## src/rtl/button_bounce_gen_pkg.sv

```systemverilog
// Shared types and constants for the button stimulus blocks: FSM states,
// LFSR geometry and the bounce-count clamp.
package button_pkg;

  localparam int              LFSR_W       = 16;
  localparam logic [LFSR_W-1:0] LFSR_TAPS  = 16'hB400;
  localparam logic [LFSR_W-1:0] DEFAULT_SEED = 16'hACE1;

  typedef enum logic [1:0] {
    IDLE   = 2'd0,
    BOUNCE = 2'd1,
    SETTLE = 2'd2
  } state_e;

  // A raw draw of zero still yields one glitch pair; large draws saturate.
  function automatic logic [3:0] clamp_k(input logic [3:0] raw, input logic [3:0] max_k);
    if (raw == 4'd0) begin
      return 4'd1;
    end else if (raw > max_k) begin
      return max_k;
    end else begin
      return raw;
    end
  endfunction

endpackage

```

## src/rtl/button_bounce_gen_lfsr.sv

```systemverilog
// Free-running 16-bit Galois LFSR; reloads SEED on reset and never reaches
// zero from a non-zero seed.
module bounce_lfsr
  import button_pkg::*;
#(
  parameter logic [LFSR_W-1:0] SEED = DEFAULT_SEED
) (
  input  logic              clk,
  input  logic              rst,
  output logic [LFSR_W-1:0] q
);

  always_ff @(posedge clk) begin
    if (rst) begin
      q <= SEED;
    end else begin
      q <= (q >> 1) ^ (q[0] ? LFSR_TAPS : '0);
    end
  end

endmodule

```

## src/rtl/button_bounce_gen.sv

```systemverilog
// Turns a clean contact level into a bouncing one (2k+1 transitions, then a
// settle hold). Define BUTTON_BOUNCE_FIXED_EN for fixed k and gap timing.
module button_bounce_gen
  import button_pkg::*;
#(
  parameter int                MAX_BOUNCES   = 4,
  parameter int                MIN_GAP       = 4,
  parameter int                GAP_W         = 6,
  parameter int                SETTLE_CYCLES = 64,
  parameter logic [LFSR_W-1:0] SEED          = DEFAULT_SEED
) (
  input  logic   clk,
  input  logic   rst,
  input  logic   en,
  input  logic   clean,
  output logic   noisy,
  output logic   busy,
  output logic   settled,
  output state_e dbg_state
);

  localparam int GAP_CW = ((GAP_W > $clog2(MIN_GAP)) ? GAP_W : $clog2(MIN_GAP)) + 1;
  localparam int SET_CW = $clog2(SETTLE_CYCLES) + 1;

  localparam logic [GAP_CW-1:0] MIN_GAP_C   = GAP_CW'(MIN_GAP);
  localparam logic [SET_CW-1:0] SETTLE_LOAD = SET_CW'(SETTLE_CYCLES - 1);
  localparam logic [3:0]        MAX_K       = 4'(MAX_BOUNCES);

  state_e            state_q, state_d;
  logic              noisy_d, busy_d, settled_d;
  logic [GAP_CW-1:0] gap_q, gap_d;
  logic [SET_CW-1:0] set_q, set_d;
  logic [4:0]        rem_q, rem_d;

  logic [LFSR_W-1:0] lfsr_q;
  logic [3:0]        k_sel;
  logic [GAP_CW-1:0] gap_m1;
  logic              unused_lfsr;

  bounce_lfsr #(.SEED(SEED)) u_lfsr (
    .clk (clk),
    .rst (rst),
    .q   (lfsr_q)
  );

  // Only some LFSR bits feed the timing; fold the rest so nothing dangles.
  assign unused_lfsr = ^lfsr_q;

`ifdef BUTTON_BOUNCE_FIXED_EN
  assign k_sel  = MAX_K;
  assign gap_m1 = MIN_GAP_C - GAP_CW'(1);
`else
  assign k_sel  = clamp_k(lfsr_q[3:0], MAX_K);
  assign gap_m1 = MIN_GAP_C + {{(GAP_CW-GAP_W){1'b0}}, lfsr_q[GAP_W-1:0]} - GAP_CW'(1);
`endif

  always_comb begin
    state_d   = state_q;
    noisy_d   = noisy;
    gap_d     = gap_q;
    set_d     = set_q;
    rem_d     = rem_q;
    settled_d = 1'b0;
    if (!en) begin
      // Bypass: abort whatever is running and follow clean one cycle late.
      state_d = IDLE;
      noisy_d = clean;
      gap_d   = '0;
      set_d   = '0;
      rem_d   = '0;
    end else begin
      unique case (state_q)
        IDLE: begin
          if (clean != noisy) begin
            noisy_d = clean;
            rem_d   = {k_sel, 1'b0};
            gap_d   = gap_m1;
            state_d = BOUNCE;
          end
        end
        BOUNCE: begin
          if (gap_q == '0) begin
            noisy_d = ~noisy;
            rem_d   = rem_q - 5'd1;
            if (rem_q == 5'd1) begin
              set_d   = SETTLE_LOAD;
              state_d = SETTLE;
            end else begin
              gap_d = gap_m1;
            end
          end else begin
            gap_d = gap_q - GAP_CW'(1);
          end
        end
        SETTLE: begin
          if (set_q == '0) begin
            state_d   = IDLE;
            settled_d = 1'b1;
          end else begin
            set_d = set_q - SET_CW'(1);
          end
        end
        default: state_d = IDLE;
      endcase
    end
  end

  assign busy_d = (state_d != IDLE);

  always_ff @(posedge clk) begin
    if (rst) begin
      state_q <= IDLE;
      noisy   <= 1'b0;
      busy    <= 1'b0;
      settled <= 1'b0;
      gap_q   <= '0;
      set_q   <= '0;
      rem_q   <= '0;
    end else begin
      state_q <= state_d;
      noisy   <= noisy_d;
      busy    <= busy_d;
      settled <= settled_d;
      gap_q   <= gap_d;
      set_q   <= set_d;
      rem_q   <= rem_d;
    end
  end

  assign dbg_state = state_q;

endmodule

```

## config.mk

```make
export PLATFORM = sky130hd
export DESIGN_NAME = button_bounce_gen
export DESIGN_NICKNAME = d
export VERILOG_FILES = /design/src/rtl/button_bounce_gen_pkg.sv /design/src/rtl/button_bounce_gen_lfsr.sv /design/src/rtl/button_bounce_gen.sv
export SDC_FILE = /design/constraint.sdc
export NUM_CORES = 1
export LEC_CHECK = 0
export CORE_ASPECT_RATIO = 0.6
export CORE_MARGIN = 2
export CORE_UTILIZATION = 35
export CTS_BUF_LIST = sky130_fd_sc_hd__clkbuf_2 sky130_fd_sc_hd__clkbuf_4 sky130_fd_sc_hd__clkbuf_8
export DETAILED_ROUTE_END_ITERATION = 8
export PLACE_DENSITY_LB_ADDON = 0.15
export SKIP_LAST_GASP = 1
export SYNTH_ARGS = -nofsm -noshare
export SYNTH_HDL_FRONTEND = slang
export SYNTH_HIERARCHICAL = 1
export SYNTH_SLANG_ARGS = --single-unit
```

## constraint.sdc

```tcl
create_clock -name clk -period 1.9 [get_ports clk]
set_input_delay 0.19 -clock clk [delete_from_list [all_inputs] [get_ports clk]]
set_output_delay 0.19 -clock clk [all_outputs]
set_load 0.02 [all_outputs]
```

==> results.json <==
{
  "criticalPathCategory": "reg -> reg",
  "hold_start": "u_lfsr/q[8]",
  "nNetsFinal": 258,
  "tightest_slew_ps": 489,
  "die_x_um": 101,
  "utilization": 0.441,
  "cts_tree": "yes",
  "synthCells": 218,
  "min_path_cells": 1,
  "netlist.area_leader.share": 0.402,
  "insertion_delay_ps": 290,
  "wire_per_inst_um": 14.2,
  "grt.met2_usage": 0.207,
  "min_to": "u_lfsr/q[7]",
  "grt_pass1_wl_mm": 8.27,
  "cap_violations": 0,
  "endpoint_kind": "register",
  "synthFlopType": "dfxtp_1",
  "yosys.area.top_type": "dfxtp_1",
  "grt_max_degree": 19,
  "routed-via-count": 1686,
  "diodes": 0,
  "grtUsageMet1": 0.270,
  "die_h_um": 62.5,
  "fin_cells": 330,
  "fin_hold_ws_ps": 408,
  "stdcell_area_um2": 2450,
  "cts_root_buf": "clkbuf_8",
  "clkTransAtPathRegs_ps": 80,
  "syn_area_um2": 1990,
  "clock_sinks": 40,
  "grt_pass1_vias": 1652,
  "period_needed_ps": 1780,
  "yosys-top-cells-count": "40 x dfxtp_1, 16 x nor2_1, 14 x a21oi_1",
  "finClkSkew_ps": 4.70,
  "drt_iter0_drc": 94,
  "grt-ovfl-total": 0,
  "coreArea_um2": 5540,
  "route.detailed.drc": 0,
  "synth_area_leaders": "dfxtp_1 40%, a21oi_1 3.5%, xnor2_1 3.5%",
  "period_share": 0.937,
  "status": "complete, no violations",
  "reg2reg_depth": 6,
  "required_ps": 2120,
  "cp.arrival_ps": 2000,
  "cts_made_buffers": 5,
  "hold_path_class": "reg -> reg",
  "firstDrtPassIters": 4,
  "r2r_end": "gap_q[5]",
  "rows": 21,
  "ys_seq_area_frac": 0.402,
  "syn_to_final_growth_pct": 22.6,
  "antenna_found_initial": 0,
  "yosysMostFrequentCell": "dfxtp_1",
  "reg2reg_slack_ps": 120,
  "peakVddDrop_v": 0.000402,
  "ys_warn_count": 6,
  "port-buffer-count": 8,
  "reg2reg_from": "gap_q[0]",
  "start_util": 0.360,
  "synth_enable_flop_cells": 0,
  "powerDensity_nw_per_um2": 835,
  "fmax_ghz": 0.562,
  "htreeDepth": 2,
  "final_layout_size_suffix_gt1_frac": 0.184,
  "post_drt_via_cell_ratio": 5.11,
  "wl_mm": 4.67,
  "antenna_left": 0,
  "fin_setup_tns_ps": 0,
  "grt_usage": 0.166,
  "multi_input_area_um2": 1110,
  "area.sequential_um2": 801,
  "met3_usage": 0.0436,
  "dp.cells": 317,
  "ys_types": 53,
  "grt_busiest_layer": "met1",
  "slew_violations": 0,
  "synth_seq_cells": 40,
  "dpl.hpwl_mm": 3.46,
  "max_slew_margin": 0.671,
  "die_area_um2": 6340,
  "p_leak_nw": 0.907,
  "async_reset_ff_frac": 0,
  "io_pins": 9,
  "hold_violations": 0,
  "fillers": 563,
  "placed_cell_area_um2": 2270,
  "start_kind": "register",
  "setup_viol": 0,
  "clock_path_buffers": 2,
  "synth.avg_cell_area_um2": 9.15,
  "syn_nets": 227,
  "rsz0062_at_grt": "no",
  "gp_congestion": 0.851,
  "critPathMaxFanout": 5
}
## what timing repair did
item / in CTS / in global routing
setup endpoints to repair: 0 / 18
hold buffers: 0 / 0
buffers inserted: 0 / 5
gates resized for setup: 0 / 6
## critical path: stages (launching register included)
cell,delay [ps]
dfxtp_1,330
inv_1,100
ha_2,210
or3b_4,420
o31ai_4,350
nand3_1,130
a31oi_1,170
## placed cells by master (no fill, tap or decap), drive strengths merged, types with 2 or more instances in the layout
cell type,instances
inv,13
a311oi,3
o211ai,2
and2b,6
buf,25
dfxtp,40
a31oi,4
ha,5
or4,2
nand3b,2
nor2b,4
nand2b,5
or3,3
a32oi,2
nand2,4
nor3,14
a21oi,15
clkbuf,5
nand3,6
o21bai,2
or2,6
o2111ai,2
nand4,4
o31ai,10
o21ai,7
nor2,16
nor3b,3
clkdlybuf4s50,8
a41oi,2
and4,4
a211oi,3
xnor2,8
## area by class of cell
cell class,instances,area share
sequential,40,0.327
multi-input combinational,156,0.455
clock inverter,3,0.0174
timing repair buffer,33,0.111
inverter,13,0.0199
clock buffer,5,0.0281
tap,80,0.0409
## metal layers
metal / up-vias / part of all wire / routed length (um)
li1: 871 / - / -
met1: 786 / 0.58 / 2710
met2: 27 / 0.37 / 1720
met3: 2 / 0.048 / 222
met4: 0 / 0.0047 / 22
met5: - / 0 / 0
## state kept, by name (all words and copies together) (netlist names)
signal	cells
set_q	7
noisy	1
rem_q	5
settled	1
u_lfsr/q	16
busy	1
dbg_state	2
gap_q	7
## worst max path at each step
stage / start / endpoint
after floorplan: set_q[0] / set_q[6]
final: gap_q[0] / gap_q[5]
after global routing: gap_q[0] / gap_q[2]
after CTS: gap_q[0] / set_q[2]
after global placement: gap_q[0] / set_q[2]
after detailed placement: clean / gap_q[0]
## cell families (layout without fill, tap and decap cells)
family / Yosys count / in the layout / synth area share
AOI/OAI and AO/OA: 58 / 58 / 0.210
xor gates and xnor gates: 8 / 8 / 0.0351
adders and majority gates: 6 / 6 / 0.0364
buffers and inverters: 22 / 54 / 0.0502
DFF: 40 / 40 / 0.402
and+or+nand+nor: 84 / 84 / 0.267
## stage by stage
step	setup WS, ps	power (W)
floorplan	183	0.00118
global placement	39.2	0.00132
detailed placement	27.9	0.00132
CTS	29.5	0.00203
global route	0.895	0.00217
finish	120	0.00204
## power breakdown
part	switching (W)	internal, W	total [W]
Clock	0.000315	0.000389	0.000704
Combinational	0.000223	0.000194	0.000417
Sequential	0.0000384	0.000883	0.000922
Total	0.000577	0.00147	0.00204
Power figures use the tool's default switching activity.
